[src/rtl/psum_accumulator.sv]
// Partial-sum accumulator: sums a packet of signed 32-bit terms through the
// carry-select adder and presents sum, term count and sticky overflow.

module carrySelectAdder32bit (
    input  logic [31:0] a,
    input  logic [31:0] b,
    input  logic        cin,
    output logic [31:0] sum,
    output logic        cout
);
    localparam int BLK  = 4;
    localparam int NBLK = 32 / BLK;
    localparam logic [BLK:0] ONE = (BLK+1)'(1);

    logic [NBLK:0] carry;

    assign carry[0] = cin;

    genvar gi;
    generate
        for (gi = 0; gi < NBLK; gi++) begin : g_blk
            logic [BLK:0] s0;
            logic [BLK:0] s1;
            // Both carry-in cases are precomputed; the ripple carry only picks one.
            assign s0 = {1'b0, a[gi*BLK +: BLK]} + {1'b0, b[gi*BLK +: BLK]};
            assign s1 = s0 + ONE;
            assign sum[gi*BLK +: BLK] = carry[gi] ? s1[BLK-1:0] : s0[BLK-1:0];
            assign carry[gi+1]        = carry[gi] ? s1[BLK]     : s0[BLK];
        end
    endgenerate

    assign cout = carry[NBLK];
endmodule

module psum_accumulator #(
    parameter int DATA_W  = 32,
    parameter int COUNT_W = 8
) (
    input  logic               clk,
    input  logic               reset,
    input  logic               in_valid,
    output logic               in_ready,
    input  logic [DATA_W-1:0]  in_data,
    input  logic               in_last,
    output logic               out_valid,
    input  logic               out_ready,
    output logic [DATA_W-1:0]  out_data,
    output logic [COUNT_W-1:0] out_count,
    output logic               out_ovf
);
    typedef enum logic [1:0] {
        ST_IDLE  = 2'd0,
        ST_ACCUM = 2'd1,
        ST_HOLD  = 2'd2
    } state_t;

    state_t              state_reg, state_next;
    logic [DATA_W-1:0]   acc_reg, acc_next;
    logic [COUNT_W-1:0]  count_reg, count_next;
    logic                ovf_reg, ovf_next;

    logic [DATA_W-1:0]   adder_sum;
    logic                adder_cout_unused;
    logic                in_beat;
    logic                out_beat;
    logic                ovf_step;

    carrySelectAdder32bit u_adder (
        .a    (acc_reg),
        .b    (in_data),
        .cin  (1'b0),
        .sum  (adder_sum),
        .cout (adder_cout_unused)
    );

    assign in_beat  = in_valid & in_ready;
    assign out_beat = out_valid & out_ready;
    // Same-sign operands producing an opposite-sign result.
    assign ovf_step = (acc_reg[DATA_W-1] == in_data[DATA_W-1]) &&
                      (adder_sum[DATA_W-1] != acc_reg[DATA_W-1]);

    always_ff @(posedge clk) begin
        if (reset) begin
            state_reg <= ST_IDLE;
            acc_reg   <= '0;
            count_reg <= '0;
            ovf_reg   <= 1'b0;
        end else begin
            state_reg <= state_next;
            acc_reg   <= acc_next;
            count_reg <= count_next;
            ovf_reg   <= ovf_next;
        end
    end

    always_comb begin
        state_next = state_reg;
        case (state_reg)
            ST_IDLE:  if (in_beat)  state_next = in_last ? ST_HOLD : ST_ACCUM;
            ST_ACCUM: if (in_beat && in_last) state_next = ST_HOLD;
            ST_HOLD:  if (out_beat) state_next = ST_IDLE;
            default:  state_next = ST_IDLE;
        endcase
    end

    always_comb begin
        acc_next   = acc_reg;
        count_next = count_reg;
        ovf_next   = ovf_reg;
        if (in_beat) begin
            if (state_reg == ST_IDLE) begin
                acc_next   = in_data;
                count_next = COUNT_W'(1);
                ovf_next   = 1'b0;
            end else begin
                acc_next   = adder_sum;
                // Counter pins at all-ones; the sum keeps accumulating.
                count_next = (count_reg == '1) ? count_reg : count_reg + COUNT_W'(1);
                ovf_next   = ovf_reg | ovf_step;
            end
        end
    end

    always_comb begin
        in_ready  = (state_reg != ST_HOLD);
        out_valid = (state_reg == ST_HOLD);
    end

    assign out_data  = acc_reg;
    assign out_count = count_reg;
    assign out_ovf   = ovf_reg;
endmodule

[config.mk]
export PLATFORM = sky130hd
export DESIGN_NAME = psum_accumulator
export DESIGN_NICKNAME = d
export VERILOG_FILES = /design/src/rtl/psum_accumulator.sv
export SDC_FILE = /design/constraint.sdc
export NUM_CORES = 1
export LEC_CHECK = 0
export ABC_AREA = 1
export CAP_MARGIN = 25
export CORE_MARGIN = 1
export CORE_UTILIZATION = 64
export CTS_BUF_LIST = sky130_fd_sc_hd__clkbuf_8
export DETAILED_ROUTE_END_ITERATION = 10
export DONT_BUFFER_PORTS = 1
export PLACE_DENSITY_LB_ADDON = 0.15
export SLEW_MARGIN = 15
export SYNTH_ARGS = -nofsm -noshare
export SYNTH_HDL_FRONTEND = slang
export SYNTH_SLANG_ARGS = --single-unit
export TNS_END_PERCENT = 5
[constraint.sdc]
create_clock -name clk -period 3.7 [get_ports clk]
set_clock_uncertainty 0.15 [all_clocks]
set_input_delay 0.74 -clock clk [delete_from_list [all_inputs] [get_ports clk]]
set_output_delay 0.74 -clock clk [all_outputs]
set_load 0.01 [all_outputs]
==> qor.yml, run 1 <==
critical_path:
  criticalPathCategory: "in2reg"
  r2r-start: "out_data[8]"
  arrival_ps: 3250
  crit_fanout: 5
  crit_end: "out_ovf"
  regToRegSetupSlack_ps: 600
  required_ps: 3800
  r2r_cells: 19
  r2r_end: "out_ovf"
  worstSetupStartpoint: "in_data[8]"
  critical_path.startpoint_type: "primary input"
  critPathCaptureType: "flip-flop"
clock_network:
  cts_tree: "yes"
  hold_buffers: 0
  cts_max_level: 2
  cts.reportedPaths.clkPinSlew_ps: 90
  cts_resized: 0
  root_buffer: "clkbuf_8"
  postCtsSetupRepairBufs: 0
  numCtsBuffers: 5
  clock_latency_ps: 300
  clock_sinks: 43
  clockBufferDepth: 2
power:
  power_leakage_nw: 1.753
  p_total_mw: 1.625
  power.density_mw_per_mm2: 411.5
  vdd_drop_max_mv: 0.2618
timing:
  fin_ws_ps: 547.2
  worst_pin_slew_ps: 783.2
  post-route-min-period_ps: 3153
  fin_hold_ws_ps: 342.5
  setup-violations-final: 0
  rsz0062_at_grt: "false"
  clock.fmax_ghz: 0.3172
  hold_violations: 0
  slew_viol_final: 0
  slew_headroom_pct: 47.79
  fin_crit_sh_pct: 85.21
  tns_ps: 0
synthesis:
  yosysTopAreaCellShare_pct: 22.62
  synth.distinct_cells: 37
  synth-seq-area-share_pct: 22.62
  yosys_register_bits: 43
  synth_area_leaders: "dfxtp_1, ha_1, nand2_1"
  synth_top_area_cell: "dfxtp_1"
  syn_area_mm2: 0.003805
  yosys_warnings: 0
  synthesis.nets: 590
  syn_area_per_cell_um2: 7.520
  syn_inst: 506
drt:
  vias: 3369
  drtPass1Iterations: 4
  drt-initial-drc-count: 160
  routedWlPerCell_um: 14.70
  antenna_left: 0
  via_per_inst: 5.880
  route.detailed.drc: 0
  detail_route.wirelength_um: 8425
final_layout:
  antenna_cells: 0
  final_common_cell: "nand2_1"
  num-nets-final: 584
  stdcell_area_mm2: 0.003949
  largest_reg_flops: 32
  area_delta_synth_final_pct: 3.782
  layout_common_cells: "nand2_1, a21oi_1, nand3_1"
  n_fill_cell: 473
  drive_gt1_share_pct: 9.182
placed_design:
  gp_congestion: 0.8293
  dpl_worst_slack_ps: 224.6
  io_buffers: 0
  place_area_mm2: 0.003856
  dpl.hpwl_um: 6191
flow_run:
  cap_violations: 0
global_route:
  antenna_found_initial: 0
  grt_usage_pct: 27.86
  grt_max_degree: 48
  gr-total-overflow: 0
  grt_pass1_wl_um: 13990
  grt_pass1_vias: 3170
die:
  start_util_pct: 67.85
  core_mm2: 0.005608
  die_y_um: 79.11
  die_w_um: 79.11
  dieArea_mm2: 0.006258
  row_count: 27
  ioPinCount: 80
outcome:
  status: "finished, final reports clean"
worst_hold_path:
  hold_class: "in2reg"
## cell usage after synthesis (all sizes together)
cell type and n:
nor3 5, nand3b 4, a21oi 60, nor2 44, o311a 1, a31o 1, o211ai 7, a21o 5
a31oi 4, nand4 4, xnor2 11, nor3b 1, inv 41, buf 5, or2 1, nand2 101
dfxtp 43, o32ai 1, clkbuf 11, o21ai 28, fa 8, nand3 62, ha 39, o221ai 5
xor2 14
## where the power goes
group          internal, mW  switching (mW)  leakage (nW)
clock network         0.135           0.189        0.0408
logic                 0.283           0.457          1.36
registers             0.502          0.0590         0.354
## through the flow
step | util, % | instances
after CTS | 70.42 | 573
after global routing | 70.42 | 573
after floorplan | - | 506
final | 70.42 | 573
after global placement | 68.76 | 565
after detailed placement | 68.76 | 565
## worst min path at each step
stage | startpoint | to | slack, ps | cells past startpoint
2_1_floorplan | out_ovf | out_ovf | 330 | 2
3_3_place_gp | out_data[19] | out_data[19] | 360 | 2
3_5_place_dp | out_data[30] | out_data[30] | 360 | 2
4_1_cts | reset | out_data[29] | 330 | 1
5_1_grt | reset | out_data[22] | 330 | 1
6_report | reset | out_data[30] | 340 | 1
## cell type report
class	count	area, um2	share of cell area, %
clock inverters	3	23.77	0.6020
inverters	41	153.9	3.897
multi-input cells	406	2729	69.11
well taps	72	90.09	2.281
repair buffers	3	22.52	0.5703
flip-flops and latches	43	860.8	21.80
clock buffers	5	68.82	1.743
## per-layer routing
layer / global-route usage, % / up-vias / wire length (um)
li1: - / 1717 / -
met1: 34.32 / 1531 / 3698
met2: 48.02 / 108 / 4000
met3: 6.322 / 13 / 599
met4: 8.364 / 0 / 128
met5: 0 / - / 0
## cell families after synthesis
family	share of synthesized area [%]
AND/OR/NAND/NOR	31.57
AO/OA/AOI/OAI	17.36
buffers and inverters	5.656
adder cells (fa/ha/maj)	17.03
flip-flops	22.62
XOR/XNOR	5.755
## critical path, cell delays in order
cell     delay [ps]
ha_1            200
fa_1            510
ha_1            200
inv_1            50
nor2_1          130
nand3_1         100
nand2_1          70
nand2_1          80
nand2_4          80
nand2_2          90
nand2_4         120
nand2_8          80
nand2_2          70
nand3_2         160
nand3_4         160
nand3_4          80
nand3_1         110
nand3_2          90
a21oi_2         120
No activity file was read; power rests on OpenSTA's default activity.
==> run 2: changes to the inputs <==
--- a/config.mk
+++ b/config.mk
@@ -5,13 +5,13 @@
 export SDC_FILE = /design/constraint.sdc
 export NUM_CORES = 1
 export LEC_CHECK = 0
-export ABC_AREA = 1
 export CAP_MARGIN = 25
 export CORE_MARGIN = 1
 export CORE_UTILIZATION = 64
 export CTS_BUF_LIST = sky130_fd_sc_hd__clkbuf_8
 export DETAILED_ROUTE_END_ITERATION = 10
 export DONT_BUFFER_PORTS = 1
+export GPL_TIMING_DRIVEN = 0
 export PLACE_DENSITY_LB_ADDON = 0.15
 export SLEW_MARGIN = 15
 export SYNTH_ARGS = -nofsm -noshare
==> constraint.sdc (replaced) <==
create_clock -name clk -period 3.9 [get_ports clk]
set_clock_uncertainty 0.15 [all_clocks]
set_input_delay 0.78 -clock clk [delete_from_list [all_inputs] [get_ports clk]]
set_output_delay 0.78 -clock clk [all_outputs]
set_load 0.01 [all_outputs]
==> run 2 against run 1 <==
The run now ends with negative setup slack left. First-iteration DRC count is 14% lower. Core utilization is 3.8 points higher. Non-clock buffer count is 24 higher. Register-to-register slack worse by 1100 ps. Sequential power is 5.7% lower. Design area is 3.4% lower. Global-route usage is 2.2 points higher. Final cell count is 14% lower. Setup slack worse by 1100 ps.
==> qor.yml, run 2 <==
outcome:
  status: "finished with violations"
  violations: "negative setup slack"
synthesis:
  synth-seq-area-share_pct: 25.15  # +2.5 points
  yosys.area_share.simple_pct: 18.64  # -13 points
  async_reset_ff_share_pct: 0  # unchanged
  syn_area_mm2: 0.003423  # -10%
  yosys_register_bits: 43  # unchanged
  synthXorXnorAreaFrac_pct: 12.24  # +6.5 points
  yosysTopAreaCellShare_pct: 25.15  # +2.5 points
  synth.distinct_cells: 40  # +8.1%
  synth_enable_flop_cells: 0  # unchanged
  synthMuxAreaShare_pct: 3.801  # +3.8 points
  syn_area_per_cell_um2: 8.390  # +12%
  ys.flop_type: "dfxtp_1"
  syn_inst: 408  # -19%
  yosys_warnings: 0  # unchanged
  synth_commonest_cells: "nor2_1, a21oi_1, dfxtp_1"
  yosysMostFrequentCell: "nor2_1"
  synthAdderAreaFrac_pct: 18.93  # +1.9 points
  synth_compound_area_share_pct: 18.82  # +1.5 points
  synth_area_leaders: "dfxtp_1, ha_1, xnor2_1"
  synth_top_area_cell: "dfxtp_1"
  synthesis.nets: 492  # -17%
  synth_top_family_by_area: "adder cells"
final_layout:
  final_common_cell: "nor2_1"
  num-nets-final: 508  # -13%
  drive_gt1_share_pct: 8.706  # -0.48 points
  area_delta_synth_final_pct: 11.40
  layout_common_cells: "nor2_1, dfxtp_1, a21oi_1"
  largest_reg_flops: 32  # unchanged
  antenna_cells: 0  # unchanged
  stdcell_area_mm2: 0.003814  # -3.4%
  final_core_util_pct: 74.20  # +3.8 points
clock_network:
  hold_buffers: 0  # unchanged
  cts_max_level: 2  # unchanged
  clockBufferDepth: 2  # unchanged
  cts_tree: "yes"
  numCtsBuffers: 5  # unchanged
  clock_sinks: 43  # unchanged
  root_buffer: "clkbuf_8"
  cts.reportedPaths.clkPinSlew_ps: 90  # about the same
  clock_latency_ps: 300  # about the same
die:
  ioPinCount: 80  # unchanged
  core_mm2: 0.005140  # -8.3%
  dieArea_mm2: 0.005645  # -9.8%
  start_util_pct: 66.60  # -1.2 points
  die_y_um: 75.14  # -5.0%
  die_w_um: 75.14  # -5.0%
  row_count: 26  # -3.7%
timing:
  hold_violations: 0  # unchanged
  worst_pin_slew_ps: 568.0  # -215.2 ps
  clock.fmax_ghz: 0.2253
  setup-violations-final: 10  # +10
  fin_ws_ps: -538.0  # -1085 ps
  fin_crit_sh_pct: 113.8
  slew_viol_final: 0  # unchanged
  rsz0062_at_grt: "true"
  post-route-min-period_ps: 4438
  slew_headroom_pct: 62.13  # +14 points
critical_path:
  slowest_stage: "fa_1"
  critPathCaptureType: "flip-flop"
  cp_slowest_stage_delay_ps: 510  # about the same
  crit_path_cell_trace: "ha_4 > fa_1 > ha_2 > o21ai_4 > nor4b_4 > mux2i_2 > mux2i_2 > mux2i_2 > mux2i_2 > mux2i_2 > xnor2_2 > mux2i_1 > a211oi_1 > a31o_2"
  crit_family: "multiplexers"
  r2r-start: "out_data[4]"
  required_ps: 3950  # +150 ps
  crit_fanout: 4  # -1
  criticalPathCategory: "in2reg"
  arrival_ps: 4480  # +1230 ps
  critical_path.startpoint_type: "primary input"
  cp.buffers_inverters: 0  # -1
  regToRegSetupSlack_ps: -480  # -1080 ps
  r2r_cells: 14  # -5
  crit_path_frequent_cell: "mux2i_2"
  cp.depth: 14  # -5
  crit_end: "out_data[29]"
  worstSetupStartpoint: "in_data[4]"
  r2r_end: "out_data[29]"
drt:
  via_per_inst: 6.101  # +3.8%
  drt-initial-drc-count: 138  # -14%
  drtPass1Iterations: 4  # unchanged
  antenna_left: 0  # unchanged
  detail_route.wirelength_um: 8226  # -2.4%
  routedWlPerCell_um: 16.62  # +13%
  vias: 3020  # -10%
  route.detailed.drc: 0  # unchanged
placed_design:
  place_area_mm2: 0.003515  # -8.9%
  dpl.hpwl_um: 5989  # -3.3%
  io_buffers: 0  # unchanged
  dpl_worst_slack_ps: -1147  # -1372 ps
  gp_congestion: 0.9185  # +11%
power:
  vdd_drop_max_mv: 0.2348  # -10%
  power.density_mw_per_mm2: 381.5  # -7.3%
  power_leakage_nw: 1.611  # -8.1%
global_route:
  antenna_found_initial: 0  # unchanged
  grt_pass1_wl_um: 12790  # -8.6%
  grt_usage_pct: 30.06  # +2.2 points
  grt_pass1_vias: 2762  # -13%
  gr-total-overflow: 0  # unchanged
  grt_max_degree: 15  # -69%
flow_run:
  cap_violations: 0  # unchanged
worst_hold_path:
  hold_class: "reg2reg"
-- run 2: cell types whose count changed in the layout (fill, tap and decap cells not counted), sizes merged, moves of 17 or more --
cell | before | now
nor2 | 44 | 62
xnor2 | 11 | 28
clkbuf | 5 | 22
inv | 42 | 4
a211oi | 0 | 17
nand3 | 62 | 5
a21oi | 60 | 43
o21ai | 28 | 9
nand2 | 101 | 35
-- run 2: timing repair --
action,4_1_cts,5_1_grt
endpoints found under the hold margin,0,0
pin swaps,13,5
setup endpoints to repair,13,14
setup buffers,6,3
resized for setup,11,5
-- run 2: layer usage --
layer / vias to the layer above / GRT usage, % / share of wire, % / wire [um]
met5: - / 0 / 0 / 0
met4: 0 / 6.173 / 1.1 / 90
met3: 8 / 8.032 / 6.7 / 551
met2: 95 / 51.95 / 49 / 4063
met1: 1413 / 37.89 / 43 / 3521
li1: 1504 / - / - / -
-- run 2: cell type report --
type / instances / area (um2)
buffer: 18 / 67.56
clock buffer: 5 / 68.82
clock inverter: 3 / 67.56
fill: 401 / 1326
inverter: 4 / 15.01
multi-input combinational: 343 / 2579
sequential: 43 / 860.8
tap: 70 / 87.58
timing repair buffer: 9 / 67.56
-- run 2: worst min path at each step --
stage                             from      endpoint  slack, ps  depth (start not counted)
after floorplan           state_reg[1]  state_reg[0]        310                          1
after global placement    state_reg[1]  state_reg[0]        330                          1
after detailed placement  state_reg[1]  state_reg[0]        340                          1
after CTS                 state_reg[1]  state_reg[0]        350                          1
after global routing      state_reg[1]  state_reg[0]        390                          1
final                     state_reg[1]  state_reg[0]        360                          1
-- run 2: cells by family (layout without fill, tap and decap cells) --
group / after synthesis / after routing
AOI/OAI and AO/OA: 100 / 100
xor gates and xnor gates: 47 / 47
buffers and inverters: 22 / 39
muxes: 13 / 13
DFF: 43 / 43
adders and majority gates: 47 / 47
and+or+nand+nor: 136 / 136
-- run 2: worst reg2reg max path, delay by kind of cell, from the launching register on --
| family | cells | cell delay, ps |
|---|---|---|
| fa+ha+maj | 3 | 910 |
| flops | 1 | 380 |
| compound gates | 3 | 410 |
| mux | 6 | 1940 |
| simple gates | 1 | 280 |
| xor+xnor | 1 | 210 |
-- run 2: power breakdown --
group          internal [mW]  switching (mW)  total [mW]  leakage (nW)
Clock                  0.256           0.167       0.422        0.0644
Combinational          0.219           0.285       0.504          1.19
Sequential             0.474          0.0543       0.528         0.354
Total                  0.949           0.506        1.45          1.61
-- run 2: stage by stage --
stage | total power [mW] | cells | hold WS [ps] | TNS [ps]
floorplan | 0.9109 | 408 | 310.5 | -4903
global placement | 0.9882 | 478 | 331.2 | -10080
detailed placement | 1.003 | 478 | 340.3 | -10460
CTS | 1.444 | 492 | 353.1 | -3725
global route | 1.539 | 495 | 385.9 | -5031
finish | 1.455 | 495 | 356.2 | -3405
